[config.mk]
export PLATFORM = sky130hd
export DESIGN_NAME = sr_cmd_conditioner
export DESIGN_NICKNAME = d
export VERILOG_FILES = /design/src/rtl/sr_cmd_conditioner.sv
export SDC_FILE = /design/constraint.sdc
export NUM_CORES = 1
export LEC_CHECK = 0
export BUFFER_PORTS_ARGS = -buffer_cell sky130_fd_sc_hd__clkbuf_2
export CAP_MARGIN = 20
export CORE_ASPECT_RATIO = 0.8
export CORE_MARGIN = 4
export CORE_UTILIZATION = 55
export CTS_CLUSTER_SIZE = 30
export DETAILED_ROUTE_END_ITERATION = 10
export GPL_TIMING_DRIVEN = 0
export PLACE_DENSITY_LB_ADDON = 0.05
export SYNTH_ARGS = -nofsm -noshare
export SYNTH_HDL_FRONTEND = slang
export SYNTH_SLANG_ARGS = --single-unit
[constraint.sdc]
create_clock -name clk -period 2.5 [get_ports clk]
set_input_delay 0.375 -clock clk [delete_from_list [all_inputs] [get_ports clk]]
set_output_delay 0.375 -clock clk [all_outputs]
set_load 0.02 [all_outputs]
[src/rtl/sr_cmd_conditioner.sv]
// Conditions two raw asynchronous commands (set/clear) into clean S/R/en drive
// bursts for an SR latch: synchronize, debounce, edge-detect, arbitrate, queue.
module sr_cmd_conditioner #(
  parameter int unsigned DEBOUNCE_CYCLES = 4,
  parameter int unsigned PULSE_CYCLES    = 2
) (
  input  logic clk,
  input  logic rst,
  input  logic set_raw,
  input  logic clr_raw,
  output logic S,
  output logic R,
  output logic en,
  output logic busy,
  output logic conflict,
  output logic overrun
);

  localparam logic [7:0] DB_LAST = 8'(DEBOUNCE_CYCLES - 1);
  localparam logic [3:0] PC_LAST = 4'(PULSE_CYCLES - 1);

  typedef enum logic [1:0] {
    IDLE      = 2'd0,
    DRIVE_SET = 2'd1,
    DRIVE_CLR = 2'd2,
    GAP       = 2'd3
  } state_t;

  // Channel index 0 = set, 1 = clear.
  logic [1:0] raw;
  logic [1:0] sync1;
  logic [1:0] sync2;
  logic [1:0] stable;
  logic [1:0] stable_d;
  logic [1:0] arm;
  logic [1:0] req;
  logic [1:0] warm;
  logic [7:0] db_cnt [2];

  logic set_req;
  logic clr_req;

  state_t     state;
  state_t     state_n;
  logic [3:0] pcnt;
  logic [3:0] pcnt_n;
  logic       pend_vld;
  logic       pend_vld_n;
  logic       pend_set;
  logic       pend_set_n;
  logic       conflict_n;
  logic       overrun_n;

  assign raw     = {clr_raw, set_raw};
  assign set_req = req[0];
  assign clr_req = req[1];

  always_ff @(posedge clk or posedge rst) begin
    if (rst) begin
      sync1 <= '0;
      sync2 <= '0;
      warm  <= '0;
    end else begin
      sync1 <= raw;
      sync2 <= sync1;
      warm  <= {warm[0], 1'b1};
    end
  end

  // A channel is armed only once its synchronized input has been seen low
  // after reset, so a level held across reset release never fires.
  always_ff @(posedge clk or posedge rst) begin
    if (rst) begin
      stable   <= '0;
      stable_d <= '0;
      arm      <= '0;
      req      <= '0;
      for (int unsigned i = 0; i < 2; i++) begin
        db_cnt[i] <= '0;
      end
    end else begin
      for (int unsigned i = 0; i < 2; i++) begin
        stable_d[i] <= stable[i];
        req[i]      <= arm[i] & stable[i] & ~stable_d[i];
        if (warm[1] && !sync2[i]) begin
          arm[i] <= 1'b1;
        end
        if (sync2[i] != stable[i]) begin
          if (db_cnt[i] == DB_LAST) begin
            stable[i] <= sync2[i];
            db_cnt[i] <= '0;
          end else begin
            db_cnt[i] <= db_cnt[i] + 8'd1;
          end
        end else begin
          db_cnt[i] <= '0;
        end
      end
    end
  end

  always_comb begin
    state_n    = state;
    pcnt_n     = pcnt;
    pend_vld_n = pend_vld;
    pend_set_n = pend_set;
    conflict_n = 1'b0;
    overrun_n  = 1'b0;

    unique case (state)
      IDLE: begin
        if (set_req && clr_req) begin
          conflict_n = 1'b1;
        end else if (set_req || clr_req) begin
          state_n    = set_req ? DRIVE_SET : DRIVE_CLR;
          pcnt_n     = '0;
          overrun_n  = pend_vld;
          pend_vld_n = 1'b0;
        end else if (pend_vld) begin
          state_n    = pend_set ? DRIVE_SET : DRIVE_CLR;
          pcnt_n     = '0;
          pend_vld_n = 1'b0;
        end
      end
      DRIVE_SET, DRIVE_CLR: begin
        if (pcnt == PC_LAST) begin
          state_n = GAP;
        end else begin
          pcnt_n = pcnt + 4'd1;
        end
      end
      GAP: begin
        state_n = IDLE;
      end
      default: begin
        state_n = IDLE;
      end
    endcase

    if (state != IDLE) begin
      if (set_req && clr_req) begin
        conflict_n = 1'b1;
      end else if (set_req || clr_req) begin
        pend_vld_n = 1'b1;
        pend_set_n = set_req;
        overrun_n  = pend_vld;
      end
    end
  end

  // Outputs are registered from the next state so they always agree with it.
  always_ff @(posedge clk or posedge rst) begin
    if (rst) begin
      state    <= IDLE;
      pcnt     <= '0;
      pend_vld <= 1'b0;
      pend_set <= 1'b0;
      S        <= 1'b0;
      R        <= 1'b0;
      en       <= 1'b0;
      busy     <= 1'b0;
      conflict <= 1'b0;
      overrun  <= 1'b0;
    end else begin
      state    <= state_n;
      pcnt     <= pcnt_n;
      pend_vld <= pend_vld_n;
      pend_set <= pend_set_n;
      S        <= (state_n == DRIVE_SET);
      R        <= (state_n == DRIVE_CLR);
      en       <= (state_n == DRIVE_SET) || (state_n == DRIVE_CLR);
      busy     <= (state_n != IDLE);
      conflict <= conflict_n;
      overrun  <= overrun_n;
    end
  end

  a_no_sr: assert property (@(posedge clk) disable iff (rst) !(S && R));
  a_en:    assert property (@(posedge clk) disable iff (rst) en == (S | R));

endmodule

Word level (Yosys, flattened, before mapping)
Index checks and enable logic that the tools add are counted.

Logic and storage cells: 91. Input port bits: 4. Memories kept: 0. ROM bits: 0. RAM bits: 0. Bits in registers: 44. Bits in latches: 0.

Divide/modulo/power cells: 0. $mul: 0. Shift-type cells: 0. $add $sub $neg: 3. Reduce and logical (&&, ||, !) cells: 16. Equal/unequal tests: 13. Bitwise logic cells: 7. Magnitude comparators: 0. Mux-type cells: 31.

Operators with widths (count): $mux W8 (4); $add A8 B1 Y8 const B (2); $eq A8 B2 Y1 const B (2); $mux W4 (4); $mux W1 (15); $mux W2 (6); $pmux W4 S2 (1); $eq A2 B2 Y1 const B (3); $pmux W2 S3 (1); $reduce_bool A2 Y1 (3); $add A4 B1 Y4 const B (1); $and A1 B1 Y1 (4); $eq A2 B1 Y1 const B (2); $eq A4 B1 Y1 const B (1); $ne A2 B2 Y1 const B (2); $reduce_and A2 Y1 (2); $reduce_and A4 Y1 (1); $logic_and A1 B1 Y1 (3); $ne A3 B3 Y1 const B (1); $not A1 Y1 (3); $reduce_and A3 Y1 (1); $logic_not A1 Y1 (2); $logic_not A2 Y1 (1); $logic_or A1 B1 Y1 (2); 2 further kinds (3).

Logic depth before layout (Yosys ltp)
Gate-level depths: netlist (run 1).

Depth in word-level cells: 7. Gate-level depth with buffers: 8. Depth with buffers taken out: 8.

Least setup slack after synthesis (run 1)
Ideal clock, no wire load.

Path kind: reg2reg. From: reg req[0]. To: reg en. Data required time: 2.374 ns. Data arrival time: 1.638 ns. Period minus slack after synthesis: 1.764 ns. Cell stages (with the launch flop): 8. Buffers on the path: 0. Setup time: 0.126 ns. Slack: 0.736 ns. Cell sequence: dfrtp_1 -> inv_1 -> ha_1 -> nor2b_4 -> o21ai_0 -> o21ai_0 -> a221oi_1 -> ha_1.

Cells in the longest elaborated chain, start to end: 6.

RTL lines: from (decl) (RTL line 36) `logic [1:0] req;`; from (signal, indexed assignment) (RTL line 84) `req[i] <= arm[i] & stable[i] & ~stable_d[i];`; $mux W2 or $logic_or A1 B1 Y1 (tied branches) (RTL line 115, 114); $mux W2 (RTL line 114) `end else if (set_req || clr_req) begin`; $mux W2 * (RTL line 112) `if (set_req && clr_req) begin`; $pmux W2 S3 * (RTL line 110) `unique case (state)`; $eq A2 B1 Y1 or $eq A2 B2 Y1 (tied branches) (RTL line 171) `en <= (state_n == DRIVE_SET) || (state_n == DRIVE_CLR);`; $logic_or A1 B1 Y1 * (RTL line 171); to (signal assigned) (RTL line 171); to (decl) (RTL line 13) `output logic en,`.

Mark *: on every way between the ends. The rest lies on a longest branch, timed or not. A chain may end at the register's enable or synchronous reset.

Worst setup path after layout (run 1)
Same ends and word-level chain as after synthesis.

==> results_dict.tcl, run 1 <==
set metrics [dict create \
    cts_resized 0 \
    hp-start "clr_raw" \
    worst_setup_path_start_kind "register" \
    wirelength_mm 3.20 \
    synth_nets 199 \
    critPathRequiredTime_ns 2.68 \
    hold_viol_final 0 \
    clk_pin_slew_ns 0.09 \
    grt_use_total_pct 16.6 \
    syn_area_um2 1980 \
    initial_core_util_pct 57.5 \
    antenna_found_initial 0 \
    grt_pass1_wl_mm 5.69 \
    met1_usage_pct 21.0 \
    num_rows 19 \
    final_layout_size_suffix_gt1_share_pct 10.6 \
    post_cts_buffers 0 \
    cts_sinks 44 \
    place_hpwl_mm 2.27 \
    fp.dieArea_um2 4630 \
    die_y_um 61.7 \
    slew_headroom_pct 41.8 \
    grt-busiest-layer "met2" \
    ios 10 \
    core_um2 3450 \
    pwr-share-seq_pct 42.1 \
    final_cell_mix "44 x dfrtp_1, 22 x nor2_1, 14 x ha_1, 12 x xor2_1, 12 x nand3_1" \
    h-tree-depth 2 \
    p_comb_share_pct 40.1 \
    synth_cells 181 \
    clock_power_share_pct 17.7 \
    min_period_over_period_pct 80.6 \
    clock.fmax_mhz 496 \
    antenna-diode-count 0 \
    synth_seq_cells 44 \
    yosysWarnings 0 \
    cts_root_buffer "clkbuf_8" \
    cp_max_fo 4 \
    ys.flop_type "dfrtp_1" \
    final_common_cell "dfrtp_1" \
    hp-class "in2reg" \
    startpoint "req[0]" \
    synth_edf_count 0 \
    finalCriticalPeriod_ns 2.01 \
    route.vias.total 1323 \
    nNetsFinal 215 \
    grt_max_degree 45 \
    portBuffers 9 \
    p_leak_nw 1.04 \
    fp.dieW_um 75.1 \
    largest_register_ff_count 16 \
    drc 0 \
    tightest_slew_ns 0.872 \
    grt_util_met3_pct 4.40 \
    crit_type "reg2reg" \
    swShare_pct 40.8 \
    cts_buffers 5 \
    drt_iter0_drc 74 \
    wl_per_cell_um 13.3 \
    r2r-start "req[0]" \
    power_density_nw_per_um2 1170 \
    first_global_vias 1302 \
    outcome "finished clean" \
    gp_congestion 0.811 \
    largest-register "db_cnt" \
    first_pass_iters 4 \
    top_regs "db_cnt x16, pcnt x4" \
    irDropWorstVdd_mv 0.535 \
    clk_latency_ns 0.30 \
    finalSetupViolations 0 \
    cap_violations 0 \
    p_int_w 0.00150 \
    netlist-cell-type-count 39 \
    cts_hold_buf 0 \
    syn2layout_area_growth_pct 9.60 \
    avgSynthCellArea_um2 10.9 \
    yosysSeqAreaShare_pct 55.6 \
    postLayoutCoreUtil_pct 63.0 \
    crit_path_end_kind "register" \
    fillers 281 \
    globalRouteOverflowTotal 0 \
    antenna_left 0 \
    finalSetupTns_ns 0 \
    rsz0062_at_grt "false" \
    synthArstFlopShare_pct 100 \
    cp.arrival_ns 2.20 \
    drv_slew 0 \
    fin_worst_skew_ns 0.00748 \
    cts_buffer_depth 2 \
    cts_tree "yes" \
    viasPerCell 5.51 \
    power.switching_w 0.00103 \
    grt_util_met2_pct 26.9 \
]
==> cell usage after synthesis (all sizes together), types with 2 or more instances <==
master,count,area [um2]
ha,14,175
inv,12,45.0
nor3,4,20.0
a21o,2,15.0
xnor2,2,17.5
nor2,22,82.6
o21ai,10,50.0
a21oi,4,20.0
nand3,12,60.1
nor3b,2,26.3
xor2,12,105
or4,2,15.0
and3,7,43.8
nor4b,2,17.5
dfrtp,44,1100
nand2,10,37.5
==> power groups by stage <==
stage / logic, W / clock network, W / registers (W)
floorplan: 0.000734 / 0 / 0.00109
global placement: 0.000960 / 0 / 0.00107
detailed placement: 0.00102 / 0 / 0.00108
CTS: 0.00102 / 0.000468 / 0.00107
global route: 0.00117 / 0.000498 / 0.00109
finish: 0.00102 / 0.000449 / 0.00107
==> worst paths after layout <==
kind	end	slack, ns	cells past startpoint
min reg2reg	sync2[0]	0.36	0
max reg2reg	en	0.49	7
min	sync1[1]	0.18	1
min in group asynchronous	warm[0]	0.23	2
max	en	0.49	7
max in group asynchronous	S	1.72	2
==> worst max-delay path, cell delays in order, from the launching register on <==
cell      delay, ns
dfrtp_1        0.38
inv_1          0.09
ha_1           0.24
nor2b_4        0.15
o21ai_0        0.20
o21ai_0        0.16
a221oi_1       0.38
ha_1           0.30
==> stage by stage <==
step / total power, W / instance area [um2] / instances / setup slack (ns) / hold WS (ns)
detailed placement: 0.00210 / 2080 / 232 / 0.533 / 0.343
finish: 0.00253 / 2170 / 240 / 0.485 / 0.175
global placement: 0.00203 / 2080 / 232 / 0.593 / 0.332
CTS: 0.00255 / 2170 / 240 / 0.497 / 0.162
global route: 0.00276 / 2170 / 240 / 0.312 / 0.152
floorplan: 0.00183 / 1980 / 181 / 0.736 / 0.331
==> cell type report <==
type                            instances  area [um2]  share of cell area [%]
Sequential cell                        44        1100                    50.7
Multi-Input combinational cell        124         831                    38.3
Clock buffer                            5        68.8                    3.17
Tap cell                               42        52.6                    2.42
Timing Repair Buffer                    9        45.0                    2.07
Inverter                               12        45.0                    2.07
Clock inverter                          3        23.8                    1.10
Buffer                                  1        3.75                   0.173
==> cells by family after synthesis <==
kind of cell	count (synthesis)	share of synthesized area [%]
and+or+nand+nor	68	17.9
adders and majority gates	14	8.84
xor gates and xnor gates	14	6.19
buffers and inverters	13	2.46
DFF	44	55.6
other	1	0.189
AOI/OAI and AO/OA	27	8.78
==> per-layer routing <==
metal | vias to the layer above | share of wire (%)
met5 | - | 0
met2 | 28 | 47
met4 | 0 | 0.78
li1 | 654 | -
met3 | 2 | 4.5
met1 | 639 | 48
Note: power is estimated with default switching activity, not from simulation.
==> run 2: changes to the inputs <==
--- a/config.mk
+++ b/config.mk
@@ -9,7 +9,7 @@
 export CAP_MARGIN = 20
 export CORE_ASPECT_RATIO = 0.8
 export CORE_MARGIN = 4
-export CORE_UTILIZATION = 55
+export CORE_UTILIZATION = 54
 export CTS_CLUSTER_SIZE = 30
 export DETAILED_ROUTE_END_ITERATION = 10
 export GPL_TIMING_DRIVEN = 0
==> constraint.sdc (replaced) <==
create_clock -name clk -period 1.84 [get_ports clk]
set_input_delay 0.276 -clock clk [delete_from_list [all_inputs] [get_ports clk]]
set_output_delay 0.276 -clock clk [all_outputs]
set_load 0.02 [all_outputs]
==> run 2 against run 1 <==
Largest power group is now combinational logic. First-iteration DRC count is 6.8% higher. Register-to-register slack lost 0.41 ns. Non-clock buffer count grew 6. Clock-buffer cell count unchanged. Combinational power rose by 57%. Fmax rose by 14%. Clock power is 16% higher. Final area grew 2.1%. Via count increased by 1.2%.
==> results_dict.tcl, run 2 (same netlist as run 1, synthesis figures left out) <==
set metrics [dict create \
    critPathMaxStageDelay_ns 0.39 \
    cts_hold_buf 0 \
    outcome "finished clean" \
    register_area_um2 1100 \
    first_global_vias 1286 \
    final_common_cell "dfrtp_1" \
    antenna_found_initial 0 \
    globalRouteOverflowTotal 0 \
    critPathRequiredTime_ns 2.01 \
    route.vias.total 1339 \
    clk_latency_ns 0.29 \
    top_regs "db_cnt x16, pcnt x4" \
    drc 0 \
    hp-class "in2reg" \
    wl_per_cell_um 13.1 \
    viasPerCell 5.51 \
    fp.dieW_um 75.7 \
    cp_max_fo 8 \
    largest-register "db_cnt" \
    grt_pass1_wl_mm 5.53 \
    min_period_over_period_pct 96.1 \
    slew_headroom_pct 42.7 \
    cts_buffer_depth 2 \
    grt_max_degree 45 \
    worst_setup_path_start_kind "register" \
    fillers 277 \
    h-tree-depth 2 \
    ios 10 \
    syn2layout_area_growth_pct 11.9 \
    grt_use_total_pct 15.1 \
    final_layout_size_suffix_gt1_share_pct 16.4 \
    fin_worst_skew_ns 0.00528 \
    cp.arrival_ns 1.94 \
    crit_type "reg2reg" \
    p_leak_nw 1.07 \
    fp.dieArea_um2 4710 \
    place_area_um2 2080 \
    slowest_stage "dfrtp_1" \
    die_y_um 62.2 \
    nNetsFinal 221 \
    antenna-diode-count 0 \
    core_um2 3470 \
    rsz0062_at_grt "false" \
    clock.fmax_mhz 566 \
    irDropWorstVdd_mv 0.916 \
    drt_iter0_drc 79 \
    cts_root_buffer "clkbuf_8" \
    design_area_um2 2220 \
    first_pass_iters 4 \
    num_rows 19 \
    initial_core_util_pct 57.1 \
    multiInputGateArea_um2 853 \
    portBuffers 9 \
    tightest_slew_ns 0.858 \
    pre_cts_slack_ns -0.177 \
    place_hpwl_mm 2.14 \
    power_density_nw_per_um2 1610 \
    gp_congestion 0.770 \
    finalSetupViolations 0 \
    final_cell_mix "43 x dfrtp_1, 22 x nor2_1, 12 x xor2_1, 12 x nand3_1, 11 x ha_1" \
    clk_pin_slew_ns 0.07 \
    crit_path_end_kind "register" \
    hold_viol_final 0 \
    wirelength_mm 3.19 \
    antenna_left 0 \
    cts_sinks 44 \
    finalCriticalPeriod_ns 1.77 \
    setup_ws_ns 0.0720 \
    cts_buffers 5 \
    drv_slew 0 \
    holdWs_ns 0.0936 \
    largest_register_ff_count 16 \
    cap_violations 0 \
    cts_tree "yes" \
    crit_path_cell_trace "buf_4, ha_2, inv_1, and3_4, a211o_1, ha_1" \
]
[run 2: timing repair]
action | CTS | global route
gates cloned | 0 | 0
endpoints found under the setup margin | 4 | 5
resized for setup | 4 | 8
pin swaps | 1 | 4
buffers inserted | 1 | 5
[run 2: per-layer routing]
layer / share of wire [%] / global-route usage (%) / vias up
li1: - / - / 668
met1: 49 / 20.7 / 643
met2: 46 / 21.6 / 24
met3: 3.9 / 5.16 / 4
met4: 1.1 / 6.77 / 0
met5: 0 / 0 / -
[run 2: worst paths after layout]
| check | start | endpoint | slack (ns) | cells after the start |
|---|---|---|---|---|
| max | req[0] | en | 0.07 | 6 |
| min | clr_raw | sync1[1] | 0.09 | 1 |
| max reg2reg | req[0] | en | 0.07 | 6 |
| min reg2reg | warm[0] | warm[1] | 0.35 | 0 |
| max in group asynchronous | rst | pcnt[0] | 1.10 | 2 |
| min in group asynchronous | rst | sync1[1] | 0.15 | 2 |
[run 2: through the flow]
step | cells | TNS (ns) | power, W | util [%]
after floorplan | 181 | 0 | 0.00248 | -
after global placement | 232 | -0.267 | 0.00278 | 59.9
after detailed placement | 232 | -0.335 | 0.00284 | 59.9
after CTS | 238 | 0 | 0.00343 | 62.4
after global routing | 243 | 0 | 0.00387 | 63.8
final | 243 | 0 | 0.00356 | 63.8
[run 2: layout make-up]
cell class / count / area share (%)
well taps: 42 / 2.37
repair buffers: 15 / 4.07
inverters: 12 / 2.03
plain buffers: 1 / 0.169
multi-input cells: 124 / 38.5
flip-flops and latches: 44 / 49.7
clock buffers: 5 / 3.11
[run 2: critical path: cells and delay by family, from the launching register on]
family | cells | cell delay [ns]
adder cells (fa/ha/maj) | 2 | 0.55
flip-flops | 1 | 0.39
AO/OA/AOI/OAI | 1 | 0.29
buffers and inverters | 2 | 0.21
AND/OR/NAND/NOR | 1 | 0.21
[run 2: power by group]
part | leakage (nW) | switching, W | internal, W
clock | 0.0359 | 0.000276 | 0.000244
sequential | 0.560 | 0.000214 | 0.00123
combinational | 0.469 | 0.000918 | 0.000680
total | 1.07 | 0.00141 | 0.00216
==> run 3: changes to the inputs <==
--- a/config.mk
+++ b/config.mk
@@ -7,7 +7,7 @@
 export LEC_CHECK = 0
 export BUFFER_PORTS_ARGS = -buffer_cell sky130_fd_sc_hd__clkbuf_2
 export CAP_MARGIN = 20
-export CORE_ASPECT_RATIO = 0.8
+export CORE_ASPECT_RATIO = 0.6
 export CORE_MARGIN = 4
 export CORE_UTILIZATION = 54
 export CTS_CLUSTER_SIZE = 30
==> run 3 against run 2 <==
Clock power grew 7.5%. Global-route usage grew 0.98 points. Register-to-register slack lost 0.05 ns. Combinational power grew 22%. Critical path depth grew 1. Clock skew shrank 0.0019 ns. Die area grew 0.54%. Cell count grew 2.9%. Largest cell class unchanged.
==> results_dict.tcl, run 3 (same netlist as run 1, synthesis figures left out) <==
set metrics [dict create \
    p_leak_nw 1.09 \
    slew_headroom_pct 43.4 \
    viasPerCell 5.34 \
    slowest_stage "dfrtp_1" \
    cts_sinks 44 \
    antenna_found_initial 0 \
    crit_path_cell_trace "inv_2, ha_4, nor2b_4, o21ai_2, o21ai_2, a221oi_4, ha_4" \
    crit_type "reg2reg" \
    holdWs_ns 0.0864 \
    wirelength_mm 3.67 \
    grt_max_degree 45 \
    antenna-diode-count 0 \
    place_hpwl_mm 2.26 \
    cts_root_buffer "clkbuf_8" \
    cp_max_fo 4 \
    power_density_nw_per_um2 1730 \
    initial_core_util_pct 58.5 \
    largest-register "db_cnt" \
    path_buf_inv 1 \
    grt_use_total_pct 16.1 \
    nNetsFinal 223 \
    drv_slew 0 \
    hp-class "in2reg" \
    final_cell_mix "43 x dfrtp_1, 21 x nor2_1, 12 x xor2_1, 12 x nand3_1, 11 x ha_1" \
    r2r-start "req[0]" \
    cap_violations 0 \
    portBuffers 9 \
    cp.arrival_ns 2.00 \
    finalSetupViolations 0 \
    core_um2 3380 \
    tightest_slew_ns 0.848 \
    first_global_vias 1230 \
    antenna_left 0 \
    hold_viol_final 0 \
    hp-start "set_raw" \
    route.vias.total 1336 \
    first_pass_iters 4 \
    fp.dieW_um 86.2 \
    crit_path_end_kind "register" \
    final_common_cell "dfrtp_1" \
    syn2layout_area_growth_pct 16.2 \
    clock.fmax_mhz 550 \
    ios 10 \
    fin_worst_skew_ns 0.00341 \
    largest_register_ff_count 16 \
    wl_per_cell_um 14.7 \
    fp.dieArea_um2 4730 \
    setup_ws_ns 0.0233 \
    die_y_um 54.9 \
    cts_buffer_depth 2 \
    cp_top_family "compound AO/OA/AOI/OAI gates" \
    clk_latency_ns 0.29 \
    top_regs "db_cnt x16, pcnt x4" \
    h-tree-depth 2 \
    min_period_over_period_pct 98.7 \
    cts_tree "yes" \
    critPathRequiredTime_ns 2.02 \
    pre_cts_slack_ns -0.208 \
    final_layout_size_suffix_gt1_share_pct 19.5 \
    gp_congestion 0.854 \
    drt_iter0_drc 65 \
    outcome "finished clean" \
    startpoint "req[0]" \
    cts_hold_buf 0 \
    cts_buffers 5 \
    globalRouteOverflowTotal 0 \
    drc 0 \
    finalCriticalPeriod_ns 1.82 \
    critPathMaxStageDelay_ns 0.40 \
    grt_pass1_wl_mm 5.66 \
    finalSetupTns_ns 0 \
    irDropWorstVdd_mv 0.924 \
    clk_pin_slew_ns 0.07 \
    num_rows 16 \
    worst_setup_path_start_kind "register" \
]
## run 3: area by class of cell
type                    count  area, um2
clock buffers               5       68.8
plain buffers               1       3.75
flip-flops and latches     44       1100
repair buffers             17        105
well taps                  45       56.3
fillers                   249       1080
multi-input cells         124        905
clock inverters             2       12.5
inverters                  12       47.5
## run 3: worst paths after layout
check	end	slack [ns]	cells past startpoint
min	sync1[0]	0.09	1
max	en	0.02	7
max reg2reg	en	0.02	7
max in group asynchronous	pcnt[0]	1.11	2
min reg2reg	warm[1]	0.35	0
min in group asynchronous	sync1[1]	0.13	2
## run 3: layer usage
metal  global-route usage, %  share of wire, %
met1                    22.1                48
met2                    24.0                45
met3                    4.59               5.0
met4                    7.77               1.3
met5                       0                 0
## run 3: through the flow
step           total power, W  instances  area [um2]  util, %
2_1_floorplan         0.00248        181        1980        -
3_3_place_gp          0.00280        235        2080     61.5
3_5_place_dp          0.00288        235        2080     61.5
4_1_cts               0.00354        244        2190     64.7
5_1_grt               0.00427        250        2300     68.0
6_report              0.00397        250        2300     68.0
## run 3: timing repair
item                                    4_1_cts  5_1_grt
setup buffers                                 2        6
pin swaps                                     2        5
endpoints found under the setup margin        4        4
hold endpoints to repair                      0        0
resized for setup                             5       14
## run 3: report_power, final
group          switching, W  total, W  internal (W)
Combinational       0.00113   0.00196      0.000836
Clock              0.000303  0.000559      0.000257
Sequential         0.000220   0.00145       0.00123
